**src/rtl/cic_comb_pkg.sv**
```systemverilog
// cic_comb_pkg
// Shared defaults and helpers for the CIC comb section.
//   N_DEF / M_DEF : default input / output widths
//   R_DEF         : default decimation ratio
//   D_DEF         : default differential delay
//   cnt_width()   : decimation counter width, never narrower than 1 bit
package cic_comb_pkg;

    localparam int N_DEF = 17;
    localparam int M_DEF = 17;
    localparam int R_DEF = 4;
    localparam int D_DEF = 1;

    // r == 1 still needs a 1-bit counter so the compare logic stays uniform
    function automatic int cnt_width(input int ratio);
        return (ratio > 1) ? $clog2(ratio) : 1;
    endfunction

endpackage

```
**src/rtl/cic_comb.sv**
```systemverilog
// cic_comb
// Decimating comb stage of a CIC filter. Samples the integrator output once
// every r clocks, subtracts the value sampled d decimated samples earlier and
// presents the m MSBs of the wrapped difference.
//   clk : clock, all state updates on posedge
//   clr : asynchronous active-high reset
//   in  : n-bit signed integrator output, one sample per clk
//   out : m-bit signed decimated comb result (registered)
//   str : one-cycle strobe, high while out holds a freshly updated value
module cic_comb
    import cic_comb_pkg::*;
#(
    parameter int n = N_DEF,
    parameter int m = M_DEF,
    parameter int r = R_DEF,
    parameter int d = D_DEF
)
(
    input  logic                clk,
    input  logic                clr,
    input  logic signed [n-1:0] in,
    output logic signed [m-1:0] out,
    output logic                str
);

    localparam int            CW       = cnt_width(r);
    localparam logic [CW-1:0] CNT_LAST = CW'(r - 1);

    logic [CW-1:0]       cnt;
    logic                sample;
    logic signed [n-1:0] diff;

    // With r == 1 the counter is pinned at 0 == CNT_LAST, so every edge samples.
    assign sample = (cnt == CNT_LAST);

    always_ff @(posedge clk or posedge clr) begin
        if (clr) begin
            cnt <= '0;
        end else if (sample) begin
            cnt <= '0;
        end else begin
            cnt <= cnt + 1'b1;
        end
    end

    // Delay line: stage 0 holds the newest sample, stage d-1 the oldest.
    for (genvar k = 0; k < d; k++) begin : g_dl
        logic signed [n-1:0] q;
        if (k == 0) begin : g_head
            always_ff @(posedge clk or posedge clr) begin
                if (clr) begin
                    q <= '0;
                end else if (sample) begin
                    q <= in;
                end
            end
        end else begin : g_tap
            always_ff @(posedge clk or posedge clr) begin
                if (clr) begin
                    q <= '0;
                end else if (sample) begin
                    q <= g_dl[k-1].q;
                end
            end
        end
    end

    // Modular subtraction: integrator overflow cancels out here.
    assign diff = in - g_dl[d-1].q;

    // Arithmetic shift then truncate keeps exactly diff[n-1:n-m], no rounding.
    always_ff @(posedge clk or posedge clr) begin
        if (clr) begin
            out <= '0;
            str <= 1'b0;
        end else begin
            str <= sample;
            if (sample) begin
                out <= m'(diff >>> (n - m));
            end
        end
    end

endmodule
```
**config.mk**
```make
export PLATFORM = sky130hd
export DESIGN_NAME = cic_comb
export DESIGN_NICKNAME = d
export VERILOG_FILES = /design/src/rtl/cic_comb_pkg.sv /design/src/rtl/cic_comb.sv
export SDC_FILE = /design/constraint.sdc
export NUM_CORES = 1
export LEC_CHECK = 0
export CAP_MARGIN = 20
export CORE_UTILIZATION = 53
export CTS_CLUSTER_SIZE = 8
export DETAILED_ROUTE_END_ITERATION = 8
export PLACE_DENSITY = 0.78
export RECOVER_POWER = 100
export SYNTH_ARGS = -nofsm -noshare
export SYNTH_HDL_FRONTEND = slang
export SYNTH_SLANG_ARGS = --single-unit
export TNS_END_PERCENT = 100
```
**constraint.sdc**
```tcl
create_clock -name clk -period 2.7 [get_ports clk]
set_input_delay 0.81 -clock clk [delete_from_list [all_inputs] [get_ports clk]]
set_output_delay 0.81 -clock clk [all_outputs]
set_load 0.03 [all_outputs]
```
; ---- Word level (Yosys, flattened, before mapping)
; Cells that the tools add are included.
[word_totals]
reg_bits = 37
inputBits = 19
out_inout_bits = 18
[classes]
n_addsub = 2
n_eq_ne = 1
n_mux = 1
[ops]
columns = op, n
row1 = 17-bit subtractor, 1
row2 = 2-bit by 1-bit adder with 2-bit output (second input constant), 1
row3 = 2-bit equality test (second input constant), 1
row4 = 2-bit two-way mux, 1

; ---- Depth between registers and ports, before layout
[depth]
depth_word = 2
ltp_mapped = 9

; ---- Least setup slack after synthesis
; OpenSTA, ideal clock, no wires.
[synth_path]
path_type = input -> register
start = in in[0]
end = reg out[10]
t_arrival_ns = 2.477
required_time_ns = 2.575
slack_ns = 0.098
stages = 9
n_path_buf = 0
path_cell_list = inv_1 ha_1 fa_1 nand2b_1 a21o_1 a31o_2 o21ai_0 xor2_1 mux2_2
[synth_between]
elab_chain_len = 1
[synth_rtl]
columns = element, line
row1 = start: declaration, cic_comb.sv:21  ; input logic signed [n-1:0] in,
row2 = 17-bit subtractor, cic_comb.sv:69  ; assign diff = in - g_dl[d-1].q;
row3 = end signal: assignment, cic_comb.sv:79  ; out <= m'(diff >>> (n - m));
row4 = end: declaration, cic_comb.sv:22  ; output logic signed [m-1:0] out,
; No other way between the ends.
; A chain may end at the register's enable or synchronous reset.

; ---- Worst setup path in the final report
[layout_path]
start = in in[1]
end = reg out[12]
; Same word-level chain as after synthesis.

==> flow_summary.toml <==
[status]
run_status = "finished, final reports clean"

[timing]
max_freq_mhz = 379.0
fin_crit_ns = 2.638
max_slew.worst_pin.slew_ns = 0.9119
relSlewSlack = 0.3920
setup_viol = 0
hold_violations = 0
clock-skew-final_ns = 0.003843
post-route-period-util = 0.9772
finalMaxSlewViolations = 0
rsz0062_at_grt = "false"

[floorplan]
ios = 37
die-height_um = 66.17
die_area_mm2 = 0.004378
initial_utilization = 0.5744
die_w_um = 66.17
core_mm2 = 0.003799
rows = 22

[power]
power_frac_seq = 0.414
p_comb_frac = 0.348
netSwitchingPower_uw = 518.0
power_uw = 1568
p_int_uw = 1050
powerDensity_mw_per_mm2 = 539.4
p_leak_uw = 0.001310
ir_drop_mv = 0.4508
p_clk_frac = 0.238
netSwitchingFraction = 0.3304

[routing]
drt_iter0_drc = 107
drc = 0
ant_nets = 0
wirelength_um = 4364
viasPerCell = 5.398
route.vias.total = 1846
wire_per_inst_um = 12.76
firstDrtPassIters = 4

[cells_and_area]
stdcell_area_mm2 = 0.002907
n_antenna_cell = 0
fin_cells = 342
nets = 330
syn_to_final_growth_pct = 33.20
drive_above_1_share = 0.2075
fillers = 268

[placed_design]
place.gp.congestion = 0.8121
dpl.hpwl_um = 3311
placed_cells = 333
port_buffers = 36
dpl-instance-area_mm2 = 0.002785

[grt]
grt-ovfl-total = 0
antenna_found_initial = 0
grt_pass1_vias = 1802
grt_max_degree = 38
track_usage = 0.2321
grt_pass1_wl_um = 7672

[yosys]
syn_nets = 265
ys_warn_count = 0
synth_area_mm2 = 0.002182
dominantRegCellSynth = "dfrtp_1"
netlist_top_cells_count = "dfrtp_1 (37), nand2_1 (24), o21ai_0 (23)"
ys_seq_elements = 37
synth_top_area_share = 0.4243
synth_largest_area_cell = "dfrtp_1"
synth-edff-count = 0
async_flop_share = 1.000
synthTopCellsByArea = "dfrtp_1 (42%), ha_1 (9.7%), mux2_2 (5.7%)"
avgSynthCellArea_um2 = 9.571
yosysMostFrequentCell = "dfrtp_1"
yosysSeqAreaShare = 0.4243
ys_types = 38
synth_cells = 228

[worst_setup_path]
cp.required_ns = 2.88
worstPathMaxFanout = 4
r2r_slack_ns = 0.52
cpPeakStageDelay_ns = 0.49
crit_arrival_ns = 2.82
end_kind = "register"
path_cells = "clkdlybuf4s50_1 -> inv_1 -> fa_2 -> nand2b_4 -> a21o_1 -> a31o_4 -> o21ai_1 -> xnor2_1 -> mux2_4"
timing.rr.end = "out[12]$_DFFE_PP0P_"
crit_slowest_cell = "clkdlybuf4s50_1"
start_kind = "input port"
worst_r2r_path_depth = 8
critPathKind = "input port to register"
r2r-start = "g_dl[0].q[0]$_DFFE_PP0P_"

[worst_hold_path]
hold_depth = 1
holdPathEnd = "cnt[0]$_DFF_PP0_"
min_path_type = "register to register"
hold_path_startpoint = "cnt[0]$_DFF_PP0_"

[clock_network]
cts_tree = "built"
cts_hold_buf = 0
insertion_delay_ns = 0.29
cts-root-buf = "clkbuf_8"
cts.clk_slew.worst_paths_ns = 0.07
htreeDepth = 2
clock-sinks = 37
numCtsBuffers = 5
clock_path_buffers = 2

[flow_run]
drv_cap = 0
## cell families (layout without fill, tap and decap cells)
group	Yosys count	count (layout)	synth area share
AOI/OAI and AO/OA	66	66	0.1961
xor gates and xnor gates	12	12	0.04816
adders and majority gates	18	18	0.1066
buffers and inverters	28	94	0.04816
DFF	37	37	0.4243
muxes	12	12	0.06365
and+or+nand+nor	55	55	0.1130
## per-layer routing
| metal | global-route usage | share of wire | vias to the layer above |
|---|---|---|---|
| met4 | 0.05319 | 0.0094 | 0 |
| met5 | 0 | 0 | - |
| met2 | 0.3980 | 0.50 | 41 |
| met1 | 0.2856 | 0.45 | 875 |
| li1 | - | - | 923 |
| met3 | 0.06897 | 0.043 | 7 |
## sequential cells by signal (all words and copies together), names as in the netlist
| name | flops |
|---|---|
| out | 17 |
| cnt | 2 |
| g_dl.q | 17 |
| str | 1 |
## layout by cell type, fill, tap and decap left out, types with 2 or more instances in the layout
| cell type | n |
|---|---|
| a211oi_1 | 2 |
| a21o_1 | 2 |
| a21oi_1 | 15 |
| a21oi_2 | 2 |
| buf_4 | 25 |
| clkbuf_1 | 2 |
| clkbuf_8 | 5 |
| clkdlybuf4s50_1 | 16 |
| clkinv_2 | 2 |
| dfrtp_1 | 37 |
| dlygate4sd3_1 | 19 |
| ha_1 | 16 |
| inv_1 | 22 |
| mux2_2 | 11 |
| nand2_1 | 24 |
| nand2b_1 | 3 |
| nand3_1 | 4 |
| nor2_1 | 14 |
| nor3_1 | 3 |
| o211ai_1 | 3 |
| o21a_1 | 3 |
| o21ai_0 | 22 |
| o21ai_1 | 4 |
| o21ai_2 | 2 |
| o41ai_2 | 2 |
| xnor2_1 | 6 |
| xor2_1 | 6 |
## power by group through the flow
stage | Clock [uW] | Sequential [uW] | Combinational (uW)
4_1_cts | 387 | 653 | 563
2_1_floorplan | 0 | 761 | 224
6_report | 374 | 649 | 545
5_1_grt | 418 | 657 | 594
3_3_place_gp | 0 | 660 | 545
3_5_place_dp | 0 | 664 | 552
## critical path, delay by kind of cell
family / cells / cell delay, ns
adders and majority gates: 1 / 0.34
AOI/OAI and AO/OA: 3 / 0.63
and+or+nand+nor: 1 / 0.15
xor gates and xnor gates: 1 / 0.08
muxes: 1 / 0.26
buffers and inverters: 2 / 0.55
## final cells by class
cell class,instances,area [um2],area share
clock buffer,6,72.57,0.02497
sequential,37,925.9,0.3186
multi-input combinational,163,1192,0.4102
clock inverter,2,10.01,0.003444
tap,48,60.06,0.02066
timing repair buffer,64,563.0,0.1937
inverter,22,82.58,0.02841
## repair_timing
action | CTS | global route
endpoints found under the setup margin | 4 | 6
resized for setup | 6 | 5
pin swaps | 4 | 0
buffers inserted | 1 | 0
hold endpoints to repair | 0 | 0
## stage by stage
| step | setup WS (ns) | setup TNS (ns) | hold WS, ns | utilization |
|---|---|---|---|---|
| 3_3_place_gp | -0.4278 | -2.687 | 0.4206 | 0.7332 |
| 5_1_grt | 0.002216 | 0 | 0.4378 | 0.7652 |
| 2_1_floorplan | 0.09788 | 0 | 0.4031 | - |
| 6_report | 0.06166 | 0 | 0.4291 | 0.7652 |
| 3_5_place_dp | -0.4908 | -3.201 | 0.4248 | 0.7332 |
| 4_1_cts | 0.06153 | 0 | 0.4360 | 0.7622 |
## worst max-delay path by stage
stage	from	end	slack, ns	cells past startpoint
after detailed placement	in[0]	out[10]$_DFFE_PP0P_	-0.49	10
after floorplan	in[0]	out[10]$_DFFE_PP0P_	0.1	9
after global routing	in[1]	out[13]$_DFFE_PP0P_	0.002	9
final	in[1]	out[12]$_DFFE_PP0P_	0.06	9
after global placement	in[0]	out[10]$_DFFE_PP0P_	-0.43	10
after CTS	in[1]	out[7]$_DFFE_PP0P_	0.06	9
No activity file was read; power rests on OpenSTA's default activity.
